<file path="src/rtl/mem_arbiter.sv">
// Two-port (IFU/LSU) arbiter onto a single shared memory port, one access in flight.
// Define MEM_ARB_RR_EN for round-robin arbitration; default is fixed LSU priority.

module mem_arbiter #(
    parameter int LATENCY = 1
) (
    input  logic        clk,
    input  logic        rst_n,
    input  logic        ifu_req_valid,
    output logic        ifu_req_ready,
    input  logic [63:0] ifu_addr,
    output logic        ifu_resp_valid,
    output logic [63:0] ifu_rdata,
    input  logic        lsu_req_valid,
    output logic        lsu_req_ready,
    input  logic        lsu_wen,
    input  logic [63:0] lsu_addr,
    input  logic [63:0] lsu_wdata,
    input  logic [7:0]  lsu_wmask,
    output logic        lsu_resp_valid,
    output logic [63:0] lsu_rdata,
    output logic [63:0] mem_raddr,
    output logic [63:0] mem_waddr,
    output logic [63:0] mem_wdata,
    output logic [7:0]  mem_wmask,
    output logic        mem_wen,
    input  logic [63:0] mem_rdata
);

    // state | meaning
    // IDLE  | accepting the selected requester
    // WAIT  | memory port driven, counting LATENCY cycles
    // RESP  | one-cycle response strobe to the owner
    typedef enum logic [1:0] {IDLE, WAIT, RESP} state_t;

    state_t     state;
    logic [3:0] cnt;
    logic       owner_lsu;
    logic       wen_q;
    logic       grant_lsu;
    logic       grant_ifu;

`ifdef MEM_ARB_RR_EN
    logic last_lsu;

    // Pointer only moves on a real acceptance, never on a dropped request.
    always_ff @(posedge clk) begin
        if (!rst_n)
            last_lsu <= 1'b0;
        else if (lsu_req_ready)
            last_lsu <= 1'b1;
        else if (ifu_req_ready)
            last_lsu <= 1'b0;
    end

    assign grant_lsu = lsu_req_valid && (!ifu_req_valid || !last_lsu);
`else
    assign grant_lsu = lsu_req_valid;
`endif

    assign grant_ifu     = ifu_req_valid && !grant_lsu;
    assign lsu_req_ready = rst_n && (state == IDLE) && grant_lsu;
    assign ifu_req_ready = rst_n && (state == IDLE) && grant_ifu;

    always_ff @(posedge clk) begin
        if (!rst_n) begin
            state          <= IDLE;
            cnt            <= 4'd0;
            owner_lsu      <= 1'b0;
            wen_q          <= 1'b0;
            ifu_resp_valid <= 1'b0;
            ifu_rdata      <= 64'd0;
            lsu_resp_valid <= 1'b0;
            lsu_rdata      <= 64'd0;
            mem_raddr      <= 64'd0;
            mem_waddr      <= 64'd0;
            mem_wdata      <= 64'd0;
            mem_wmask      <= 8'd0;
            mem_wen        <= 1'b0;
        end else begin
            ifu_resp_valid <= 1'b0;
            lsu_resp_valid <= 1'b0;
            mem_wen        <= 1'b0;
            case (state)
                IDLE: begin
                    if (lsu_req_ready || ifu_req_ready) begin
                        state     <= WAIT;
                        cnt       <= 4'(LATENCY);
                        owner_lsu <= lsu_req_ready;
                        if (lsu_req_ready) begin
                            mem_raddr <= lsu_addr;
                            mem_waddr <= lsu_addr;
                            mem_wdata <= lsu_wdata;
                            mem_wmask <= lsu_wmask;
                            mem_wen   <= lsu_wen;
                            wen_q     <= lsu_wen;
                        end else begin
                            mem_raddr <= ifu_addr;
                            mem_waddr <= ifu_addr;
                            mem_wdata <= 64'd0;
                            mem_wmask <= 8'd0;
                            wen_q     <= 1'b0;
                        end
                    end
                end
                WAIT: begin
                    if (cnt == 4'd1) begin
                        state     <= RESP;
                        cnt       <= 4'd0;
                        mem_raddr <= 64'd0;
                        mem_waddr <= 64'd0;
                        mem_wdata <= 64'd0;
                        mem_wmask <= 8'd0;
                        if (owner_lsu) begin
                            lsu_resp_valid <= 1'b1;
                            lsu_rdata      <= wen_q ? 64'd0 : mem_rdata;
                        end else begin
                            ifu_resp_valid <= 1'b1;
                            ifu_rdata      <= mem_rdata;
                        end
                    end else begin
                        cnt <= cnt - 4'd1;
                    end
                end
                RESP:    state <= IDLE;
                default: state <= IDLE;
            endcase
        end
    end

endmodule

</file>
<file path="config.mk">
export PLATFORM = sky130hd
export DESIGN_NAME = mem_arbiter
export DESIGN_NICKNAME = d
export VERILOG_FILES = /design/src/rtl/mem_arbiter.sv
export SDC_FILE = /design/constraint.sdc
export NUM_CORES = 1
export LEC_CHECK = 0
export BUFFER_PORTS_ARGS = -buffer_cell sky130_fd_sc_hd__buf_2
export CORE_AREA = 2 2 236 238
export CTS_CLUSTER_DIAMETER = 120
export DETAILED_ROUTE_END_ITERATION = 8
export DIE_AREA = 0 0 238 240
export GPL_TIMING_DRIVEN = 0
export PLACE_DENSITY = 0.44
export SLEW_MARGIN = 20
export SYNTH_ARGS = -nofsm -noshare
export SYNTH_HDL_FRONTEND = slang
export SYNTH_SLANG_ARGS = --single-unit
</file>
<file path="constraint.sdc">
create_clock -name clk -period 1.85 [get_ports clk]
set_clock_uncertainty 0.2 [all_clocks]
set_input_delay 0.2775 -clock clk [delete_from_list [all_inputs] [get_ports clk]]
set_output_delay 0.2775 -clock clk [all_outputs]
set_load 0.1 [all_outputs]
</file>
======== After elaboration in Yosys (flattened, before gate mapping) ========
Cells that the tools add are included.
storage, ports and cells
  register bits after elaboration ......... 275
  bits of input ports ..................... 269
  output and inout port bits .............. 333
  logic and storage cells ................. 55
operators by class
  add/sub/neg operators ................... 1
  eq/ne operators ......................... 4
  mux-type cells .......................... 21
  bitwise gates (word level) .............. 1
  reduce and logical (&&, ||, !) cells .... 16
operators by type and width
  kind                                                                      number
  64-bit two-way mux                                                        6
  64-bit case mux with 2 select lines                                       2
  8-bit two-way mux                                                         3
  8-bit case mux with 2 select lines                                        1
  3-bit AND reduction                                                       5
  4-bit two-way mux                                                         2
  4-bit case mux with 2 select lines                                        1
  2-bit AND reduction                                                       3
  4-bit by 1-bit equality test with 1-bit output (second input constant)    1
  1-bit logical AND                                                         4
  2-bit two-way mux                                                         2
  2-bit case mux with 2 select lines                                        1
  4-bit by 1-bit subtractor with 4-bit output (second input constant)       1
  1-bit two-way mux                                                         3
  2-bit by 1-bit equality test with 1-bit output (second input constant)    1
  2-bit zero test                                                           1
  2-bit by 1-bit inequality test with 1-bit output (second input constant)  1
  2-bit inequality test (second input constant)                             1
  2-bit nonzero test                                                        1
  1-bit zero test                                                           1
  1-bit logical OR                                                          1
  1-bit inverter                                                            1

======== Depth between registers and ports, before layout ========
Gate-level depths: netlist of run 1.
  depth after elaboration ................. 6
  depth in mapped cells ................... 7
  mapped depth without buffers ............ 5

======== Worst setup path before layout of run 1 ========
Ideal clock, no wire load.
  path kind ............................... reg2out
  start point ............................. register state[0]
  end point ............................... output ifu_req_ready
  data arrival time ....................... 3.040 ns
  required time ........................... 1.372 ns
  slack ................................... -1.667 ns
  stages on the path, launching flop included .. 4
  buffers on the path ..................... 1
  cells stage by stage .................... dfxtp_1 > or3b_1 > buf_2 > nor3b_1
between the ends
  cells in the longest elaborated chain, start to end .. 3
ends and longest elaborated chain
  what                            line  RTL
  start, declared                 36    state_t state;
  start signal, assigned          67    state <= IDLE;
  start signal, assigned          87    state <= WAIT;
  start signal, assigned          108   state <= RESP;
  2-bit zero test                 63    assign ifu_req_ready = rst_n && (state == IDLE) && grant_ifu;
  1-bit logical AND (2 in a row)  63
  end, declared                   10    output logic ifu_req_ready,
No other way between the ends.

======== Worst setup path after layout of run 1 ========
Same ends and word-level chain as after synthesis.

==> impl_metrics.json, run 1 <==
{
  "reg2reg_depth": 7,
  "clockPowerShare": 0.322,
  "fin_crit_sh": 1.20,
  "cap_violations": 0,
  "core_area_um2": 54700,
  "routed_wl_um": 56100,
  "drtAntennaViolNets": 0,
  "start_util": 0.212,
  "slew-limit-headroom": 0.369,
  "rows": 86,
  "critPathTopFamily": "simple AND/OR/NAND/NOR gates",
  "drive_gt1_frac": 0.454,
  "synth_edf_count": 0,
  "synth_cell_types": 37,
  "maxSlewViolCount": 0,
  "syn-num-nets": 1460,
  "fmax_mhz": 451,
  "clock-root-buffer": "clkbuf_16",
  "hold_violations": 0,
  "intPower_mw": 12.6,
  "yosys_warnings": 0,
  "worst_slew_pin_slew_ns": 0.943,
  "cp-start-kind": "register",
  "postSynthAreaPerCell_um2": 9.76,
  "synth_seq_area_share": 0.475,
  "crit_required_ns": 1.37,
  "placed_cell_area_um2": 15600,
  "peakVddDrop_uv": 555,
  "hold-path-endpoint": "mem_waddr[9]",
  "fin_ws_ns": -0.370,
  "post_drt_wl_per_cell_um": 19.4,
  "cts.clk_slew.worst_paths_ns": 0.06,
  "drc_errors": 0,
  "multiInputGateArea_um2": 5580,
  "synth_area_um2": 11600,
  "boundaryPins": 602,
  "port_buffers": 600,
  "grt_use_total": 0.179,
  "cts.sinks": 275,
  "place.detailed.hpwl_um": 38000,
  "crit_buf_inv": 1,
  "reg2reg_to": "mem_wdata[27]",
  "power.density_nw_per_um2": 959,
  "synth_top_flop_cell": "dfxtp_1",
  "placed_cells": 2493,
  "setup_viol": 245,
  "globalplace.congestion": 0.835,
  "clk_latency_ns": 0.53,
  "hp-class": "in -> reg",
  "worstPathCellList": "or3b_4 > nor3b_4 > buf_12",
  "crit_arrival_ns": 1.74,
  "whs_ns": 0.0469,
  "grt-ovfl-total": 0,
  "violations": "negative setup slack",
  "worstReg2RegStart": "state[0]",
  "tritoncts.num_buffers": 35,
  "fp.dieArea_um2": 57100,
  "drtIter0Drc": 426,
  "grt_first_pass_wirelength_um": 78100,
  "fin_crit_ns": 2.22,
  "end_kind": "primary output",
  "finalInstanceArea_um2": 21600,
  "fillers": 5409,
  "outcome": "complete, but fails checks",
  "synth_top_cell_by_area": "dfxtp_1",
  "vias": 12400,
  "p_switching_mw": 8.17,
  "cp_slowest_cell": "or3b_4",
  "place_ws_ns": -0.888,
  "tritoncts": "built",
  "nets": 2431,
  "fin_cells": 2888,
  "crit_type": "reg -> out",
  "cp_max_fo": 3,
  "combPwrFrac": 0.358,
  "cts_max_level": 2,
  "drt-pass1-iter-count": 4,
  "cp.depth": 3,
  "via_per_inst": 4.30,
  "p_leak_nw": 9.65,
  "area_growth_pct": 86.4,
  "seq_area_um2": 5600,
  "finalPower_mw": 20.7,
  "dieWidth_um": 238,
  "min-delay-start": "lsu_req_valid",
  "rsz0062_at_grt": "yes",
  "synth_cells": 1189,
  "max_stage_delay_ns": 0.42,
  "die_h_um": 240,
  "async_reset_ff_frac": 0,
  "ff2ff_setup_slack_ns": -0.24,
  "ys_ff_latch": 275,
  "min_path_cells": 4,
  "grt_pass1_vias": 12700,
  "clockBufferDepth": 3,
  "swShare": 0.394,
  "netlist.area_leader.share": 0.475,
  "utilization": 0.395,
  "antenna_found_initial": 3,
  "grt_max_degree": 12,
  "setup_tns_ns": -29.48,
  "synth_area_leaders": "dfxtp_1 47%, mux2i_1 17%, nand2_1 8.4%",
  "seq_power_share": 0.320
}
routing by layer:
layer,routed length (um),up-vias,GRT usage
met2,27700,410,0.313
met4,2150,0,0.0708
li1,-,6005,-
met5,0,-,0
met1,22900,5910,0.210
met3,3310,89,0.0434
cell usage after synthesis, types with 3 or more instances:
cell,instances
a21oi_1,6
a22o_1,72
and3b_1,25
buf_2,14
buf_4,75
buf_6,15
clkbuf_1,62
dfxtp_1,275
inv_1,5
mux2i_1,192
nand2_1,260
nand2b_1,3
nand3b_1,64
nor2b_1,27
nor3_1,3
o21ai_0,27
o22ai_1,40
kinds of logic (layout without fill, tap and decap cells):
logic type | Yosys count | after routing | share of synthesized area
other cells | 0 | 2 | 0
compound gates | 153 | 155 | 0.0962
flops | 275 | 275 | 0.475
mux | 192 | 192 | 0.166
buf+inv | 172 | 1163 | 0.0911
simple gates | 395 | 395 | 0.170
fa+ha+maj | 2 | 2 | 0.00216
what timing repair did:
action,4_1_cts,5_1_grt
gates cloned,20,12
pin swaps,5,6
gates resized for setup,175,228
buffers inserted,40,16
hold buffers,262,0
hold endpoints to repair,266,0
endpoints found under the setup margin,357,372
how the worst max path moves through the flow:
stage / startpoint / endpoint
floorplan: state[1] / ifu_req_ready
global placement: rst_n / mem_waddr[57]
detailed placement: rst_n / ifu_rdata[5]
CTS: state[1] / ifu_req_ready
global route: state[1] / lsu_req_ready
finish: state[0] / ifu_req_ready
worst min-delay path: stages:
cell and delay [ns]:
buf_4 0.15, nor2b_1 0.06, o21ai_0 0.17, mux2i_1 0.07
cell usage in the layout, fill, tap and decap left out, types with 64 or more instances in the layout:
| cell type | n |
|---|---|
| buf_2 | 494 |
| dlygate4sd3_1 | 262 |
| nand2_1 | 259 |
| dfxtp_1 | 206 |
| mux2i_1 | 176 |
| clkbuf_4 | 99 |
| buf_4 | 94 |
| a22o_1 | 72 |
| dfxtp_2 | 66 |
| nand3b_1 | 64 |
power by group through the flow:
stage	sequential, mW	combinational, mW	clock (mW)
after floorplan	9.12	2.39	0
after global placement	6.72	6.07	0
after detailed placement	6.72	6.08	0
after CTS	6.62	7.09	6.94
after global routing	6.66	7.68	7.15
final	6.63	7.42	6.69
flip-flops by register name (all words and copies together) (netlist names), 2 cells and up:
| signal | count |
|---|---|
| cnt | 4 |
| ifu_rdata | 64 |
| lsu_rdata | 64 |
| mem_waddr | 64 |
| mem_wdata | 64 |
| mem_wmask | 8 |
| state | 2 |
area by class of cell:
| class | instances | area share |
|---|---|---|
| antenna | 2 | 0.000232 |
| buffer | 162 | 0.0622 |
| clock buffer | 51 | 0.0475 |
| clock inverter | 8 | 0.00399 |
| inverter | 6 | 0.00104 |
| multi-input combinational | 744 | 0.258 |
| sequential | 275 | 0.259 |
| tap | 704 | 0.0407 |
| timing repair buffer | 936 | 0.327 |
Note: power is estimated with default switching activity, not from simulation.
==> run 2, diff against run 1 <==
--- a/config.mk
+++ b/config.mk
@@ -6,12 +6,12 @@
 export NUM_CORES = 1
 export LEC_CHECK = 0
 export BUFFER_PORTS_ARGS = -buffer_cell sky130_fd_sc_hd__buf_2
-export CORE_AREA = 2 2 236 238
+export CORE_AREA = 2 2 237 239
 export CTS_CLUSTER_DIAMETER = 120
 export DETAILED_ROUTE_END_ITERATION = 8
-export DIE_AREA = 0 0 238 240
+export DIE_AREA = 0 0 239 241
 export GPL_TIMING_DRIVEN = 0
-export PLACE_DENSITY = 0.44
+export PLACE_DENSITY = 0.42
 export SLEW_MARGIN = 20
 export SYNTH_ARGS = -nofsm -noshare
 export SYNTH_HDL_FRONTEND = slang
==> constraint.sdc (replaced) <==
create_clock -name clk -period 2.2 [get_ports clk]
set_clock_uncertainty 0.2 [all_clocks]
set_input_delay 0.33 -clock clk [delete_from_list [all_inputs] [get_ports clk]]
set_output_delay 0.33 -clock clk [all_outputs]
set_load 0.1 [all_outputs]
==> impl_metrics.json, run 2 (synthesized netlist as in run 1, its figures left out) <==
{
  "grt_first_pass_wirelength_um": 73700,
  "combPwrFrac": 0.324,
  "core_area_um2": 54900,
  "dieWidth_um": 239,
  "start_util": 0.211,
  "clockPowerShare": 0.350,
  "worstReg2RegStart": "cnt[0]",
  "drive_gt1_frac": 0.377,
  "tritoncts": "built",
  "place_ws_ns": -0.634,
  "ff2ff_setup_slack_ns": -0.01,
  "rows": 86,
  "worst_slew_pin_slew_ns": 0.828,
  "power.density_nw_per_um2": 885,
  "antenna_found_initial": 3,
  "rsz0062_at_grt": "yes",
  "drtAntennaViolNets": 0,
  "intPower_mw": 10.3,
  "clock-root-buffer": "clkbuf_16",
  "tritoncts.num_buffers": 34,
  "cts_max_level": 2,
  "min_path_cells": 4,
  "boundaryPins": 602,
  "swShare": 0.390,
  "maxSlewViolCount": 0,
  "slew-limit-headroom": 0.448,
  "fp.dieArea_um2": 57600,
  "p_leak_nw": 8.82,
  "area_growth_pct": 64.5,
  "place.detailed.hpwl_um": 38600,
  "crit_required_ns": 1.67,
  "post_drt_wl_per_cell_um": 18.3,
  "utilization": 0.348,
  "reg2reg_to": "ifu_rdata[19]",
  "nets": 2326,
  "hold_violations": 0,
  "final_common_cell": "buf_2",
  "grt_use_total": 0.167,
  "clockBufferDepth": 3,
  "min-delay-start": "lsu_addr[58]",
  "routed_wl_um": 51000,
  "cap_violations": 0,
  "end_kind": "primary output",
  "hp-class": "in -> reg",
  "drtIter0Drc": 497,
  "violations": "negative setup slack",
  "peakVddDrop_uv": 579,
  "clk_latency_ns": 0.52,
  "grt-ovfl-total": 0,
  "whs_ns": 0.0413,
  "setup_viol": 2,
  "cts.clk_slew.worst_paths_ns": 0.06,
  "cp_max_fo": 5,
  "crit_type": "reg -> out",
  "crit_arrival_ns": 1.72,
  "grt_pass1_vias": 12100,
  "seq_power_share": 0.327,
  "grt_max_degree": 13,
  "fin_crit_sh": 1.02,
  "outcome": "complete, but fails checks",
  "globalplace.congestion": 0.801,
  "fin_crit_ns": 2.25,
  "cts.sinks": 275,
  "cp-start-kind": "register",
  "port_buffers": 600,
  "hold-path-endpoint": "mem_waddr[58]",
  "drt-pass1-iter-count": 4,
  "vias": 11800,
  "die_h_um": 241,
  "drc_errors": 0,
  "via_per_inst": 4.23,
  "reg2reg_depth": 6,
  "fmax_mhz": 444,
  "fin_ws_ns": -0.0547,
  "layout_common_cells": "607 x buf_2, 273 x dfxtp_1, 260 x nand2_1",
  "p_switching_mw": 6.59
}
run 2: cell types whose count changed in the layout (fill, tap and decap cells not counted), moves of 15 or more:
cell,change
buf_8,-16
clkbuf_4,-99
buf_12,-30
buf_2,+113
clkbuf_1,+15
o22ai_2,-34
dfxtp_2,-66
o22ai_1,+39
dfxtp_1,+67
dlygate4sd3_1,-42
mux2i_1,+16
clkbuf_2,-16
run 2: timing repair:
item	4_1_cts	5_1_grt
gates cloned	0	1
pin swaps	2	3
endpoints found under the setup margin	160	179
buffers inserted	5	6
hold buffers	220	0
resized for setup	30	11
endpoints found under the hold margin	245	0
run 2: per-stage QoR:
step / TNS (ns) / power, mW / std cells / instance area [um^2]
floorplan: 0 / 9.65 / 1189 / 11600
global placement: -86.35 / 10.7 / 2493 / 15500
detailed placement: -52.12 / 10.7 / 2493 / 15500
CTS: -0.359 / 17.1 / 2775 / 19000
global route: -6.90 / 17.6 / 2781 / 19100
finish: -0.0644 / 16.9 / 2782 / 19100
run 2: worst max-delay path by stage:
stage,cells after the start,start,to
6_report,3,state[1],ifu_req_ready
5_1_grt,3,state[1],ifu_req_ready
4_1_cts,4,state[1],ifu_req_ready
3_5_place_dp,6,lsu_req_valid,lsu_req_ready
3_3_place_gp,6,rst_n,ifu_rdata[3]
2_1_floorplan,3,state[0],ifu_req_ready
run 2: power groups by stage:
stage | clock network, mW | registers, mW | logic (mW)
2_1_floorplan | 0 | 7.63 | 2.01
3_3_place_gp | 0 | 5.61 | 5.11
3_5_place_dp | 0 | 5.62 | 5.11
4_1_cts | 6.09 | 5.52 | 5.49
5_1_grt | 6.34 | 5.55 | 5.68
6_report | 5.90 | 5.52 | 5.47
run 2: layout make-up:
cell class                 instances  area (um^2)
fill                            5729        35800
tap                              704          881
sequential                       275         5510
clock inverter                    11          163
buffer                           164         1060
timing repair buffer             832         5340
antenna                            2         5.00
inverter                           6         22.5
multi-input combinational        742         5090
clock buffer                      46         1010
run 2: metal layers:
layer / vias up / track usage / share of wire
met3: 73 / 0.0507 / 0.072
met1: 5530 / 0.186 / 0.40
met4: 0 / 0.0642 / 0.035
li1: 5767 / - / -
met5: - / 0 / 0
met2: 392 / 0.299 / 0.50
run 2: critical path, stage by stage (launching register included):
cell	delay, ns
dfxtp_4	0.36
or3b_4	0.41
nor3b_4	0.22
buf_12	0.20
==> run 3, diff against run 2 <==
--- a/config.mk
+++ b/config.mk
@@ -5,11 +5,12 @@
 export SDC_FILE = /design/constraint.sdc
 export NUM_CORES = 1
 export LEC_CHECK = 0
+export ABC_AREA = 1
 export BUFFER_PORTS_ARGS = -buffer_cell sky130_fd_sc_hd__buf_2
-export CORE_AREA = 2 2 237 239
+export CORE_AREA = 2 2 233 235
 export CTS_CLUSTER_DIAMETER = 120
 export DETAILED_ROUTE_END_ITERATION = 8
-export DIE_AREA = 0 0 239 241
+export DIE_AREA = 0 0 235 237
 export GPL_TIMING_DRIVEN = 0
 export PLACE_DENSITY = 0.42
 export SLEW_MARGIN = 20
==> impl_metrics.json, run 3 <==
{
  "place.detailed.hpwl_um": 41800,
  "fin_ws_ns": 0.115,
  "seq_power_share": 0.324,
  "nets": 2619,
  "netlist.area_leader.share": 0.499,
  "synth_edf_count": 0,
  "outcome": "finished clean",
  "layout_common_cells": "633 x buf_2, 352 x nand2_1, 274 x dfxtp_1",
  "ys_ff_latch": 275,
  "synth_common_cells": "353 x nand2_1, 275 x dfxtp_1, 185 x nor2_1",
  "dieWidth_um": 235,
  "rsz0062_at_grt": "yes",
  "drtAntennaViolNets": 0,
  "drtIter0Drc": 471,
  "combPwrFrac": 0.334,
  "core_area_um2": 53300,
  "synth_cell_types": 22,
  "hold_violations": 0,
  "grt_first_pass_wirelength_um": 80000,
  "yosys_warnings": 0,
  "worst_slew_pin_slew_ns": 0.917,
  "cts.clk_slew.worst_paths_ns": 0.06,
  "hp-class": "in -> reg",
  "maxSlewViolCount": 0,
  "clockPowerShare": 0.342,
  "synth_cells": 1466,
  "crit_required_ns": 2.46,
  "synth_top_flop_cell": "dfxtp_1",
  "setup_tns_ns": 0,
  "post_drt_wl_per_cell_um": 17.5,
  "synth_area_um2": 11000,
  "globalplace.congestion": 0.877,
  "crit_arrival_ns": 2.34,
  "clockBufferDepth": 3,
  "vias": 13000,
  "grt-ovfl-total": 0,
  "synth_seq_area_share": 0.499,
  "seq_area_um2": 5510,
  "multiInputGateArea_um2": 4430,
  "whs_ns": 0.0267,
  "peakVddDrop_uv": 496,
  "clock-root-buffer": "clkbuf_16",
  "synth.most_common_cell": "nand2_1",
  "die_h_um": 237,
  "placed_cell_area_um2": 14900,
  "setup_viol": 0,
  "cts.sinks": 275,
  "grt_use_total": 0.188,
  "cp-start-kind": "register",
  "place_ws_ns": -0.342,
  "cap_violations": 0,
  "p_leak_nw": 9.21,
  "fillers": 5718,
  "tritoncts.num_buffers": 35,
  "via_per_inst": 4.22,
  "drive_gt1_frac": 0.351,
  "tritoncts": "built",
  "drt-pass1-iter-count": 5,
  "drc_errors": 0,
  "port_buffers": 601,
  "fp.dieArea_um2": 55700,
  "crit_type": "reg -> reg",
  "power.density_nw_per_um2": 913,
  "slew-limit-headroom": 0.388,
  "grt_max_degree": 13,
  "fin_crit_sh": 0.948,
  "fin_crit_ns": 2.09,
  "postSynthAreaPerCell_um2": 7.52,
  "async_reset_ff_frac": 0,
  "start_util": 0.207,
  "cts_max_level": 2,
  "clk_latency_ns": 0.54,
  "antenna_found_initial": 5,
  "synth_area_leaders": "dfxtp_1 50%, nand2_1 12%, nor2_1 6.3%",
  "boundaryPins": 602,
  "routed_wl_um": 53800,
  "synth_top_cell_by_area": "dfxtp_1",
  "finalInstanceArea_um2": 18600,
  "fmax_mhz": 480,
  "cp_max_fo": 10,
  "intPower_mw": 10.1,
  "syn-num-nets": 1737,
  "end_kind": "register",
  "rows": 85,
  "grt_pass1_vias": 13100,
  "swShare": 0.407,
  "p_switching_mw": 6.92,
  "area_growth_pct": 68.9,
  "utilization": 0.350,
  "final_common_cell": "buf_2"
}
==> run 3: cell types whose count changed after synthesis, sizes merged, moves of 75 or more <==
cell | previous run | this run
nand3 | 0 | 75
a21oi | 6 | 137
o21ai | 27 | 131
nand2 | 260 | 354
nor2 | 2 | 187
mux2i | 192 | 0
==> run 3: critical path, cell delays in order (launching register included) <==
cell and delay (ns):
dfxtp_2 0.35, nor2_4 0.16, nand3_4 0.12, buf_4 0.21, nand2_1 0.27, buf_2 0.35, o211ai_1 0.19, a21oi_1 0.16
==> run 3: final timing paths <==
kind,startpoint,endpoint,slack (ns),depth (start not counted)
max,state[0],mem_waddr[63],0.11,7
min,lsu_addr[30],mem_waddr[30],0.03,4
max reg2reg,state[0],mem_waddr[63],0.11,7
min reg2reg,mem_wdata[58],mem_wdata[58],0.25,2
==> run 3: cell type report <==
class / count / area share
Tap cell: 696 / 0.0468
Timing Repair Buffer: 846 / 0.294
Clock inverter: 10 / 0.00652
Inverter: 50 / 0.0106
Antenna cell: 2 / 0.000269
Clock buffer: 53 / 0.0556
Sequential cell: 275 / 0.296
Buffer: 170 / 0.0526
Multi-Input combinational cell: 970 / 0.238
==> run 3: power by group through the flow <==
stage	clock [mW]	sequential, mW	combinational, mW
final	5.82	5.52	5.67
after global placement	0	5.61	5.31
after detailed placement	0	5.62	5.30
after CTS	6.02	5.52	5.69
after floorplan	0	7.55	2.17
after global routing	6.24	5.55	5.97
==> run 3: cells by family (layout without fill, tap and decap cells) <==
| kind of cell | count (synthesis) | in the layout | synth area share |
|---|---|---|---|
| simple gates | 656 | 656 | 0.243 |
| compound gates | 311 | 311 | 0.151 |
| flops | 275 | 275 | 0.499 |
| buf+inv | 221 | 1129 | 0.104 |
| fa+ha+maj | 2 | 2 | 0.00227 |
| xor+xnor | 1 | 1 | 0.000795 |
| other cells | 0 | 2 | 0 |
==> run 3: repair_timing <==
item / in CTS / in global routing
hold buffers: 240 / 0
gates resized for setup: 23 / 30
setup endpoints to repair: 243 / 204
endpoints found under the hold margin: 265 / 0
setup buffers: 1 / 4
pin swaps: 1 / 3
==> run 3: stage by stage <==
| stage | total power [mW] | std cells |
|---|---|---|
| 2_1_floorplan | 9.73 | 1466 |
| 3_3_place_gp | 10.9 | 2763 |
| 5_1_grt | 17.8 | 3072 |
| 3_5_place_dp | 10.9 | 2763 |
| 4_1_cts | 17.2 | 3067 |
| 6_report | 17.0 | 3072 |
==> run 3: routing by layer <==
layer  wire [um]  vias up  GRT usage
met1       20900     5938      0.203
met5          55        -    0.00260
li1            -     6442          -
met2       26700      474      0.335
met4        2300        8     0.0825
met3        3920      106     0.0585
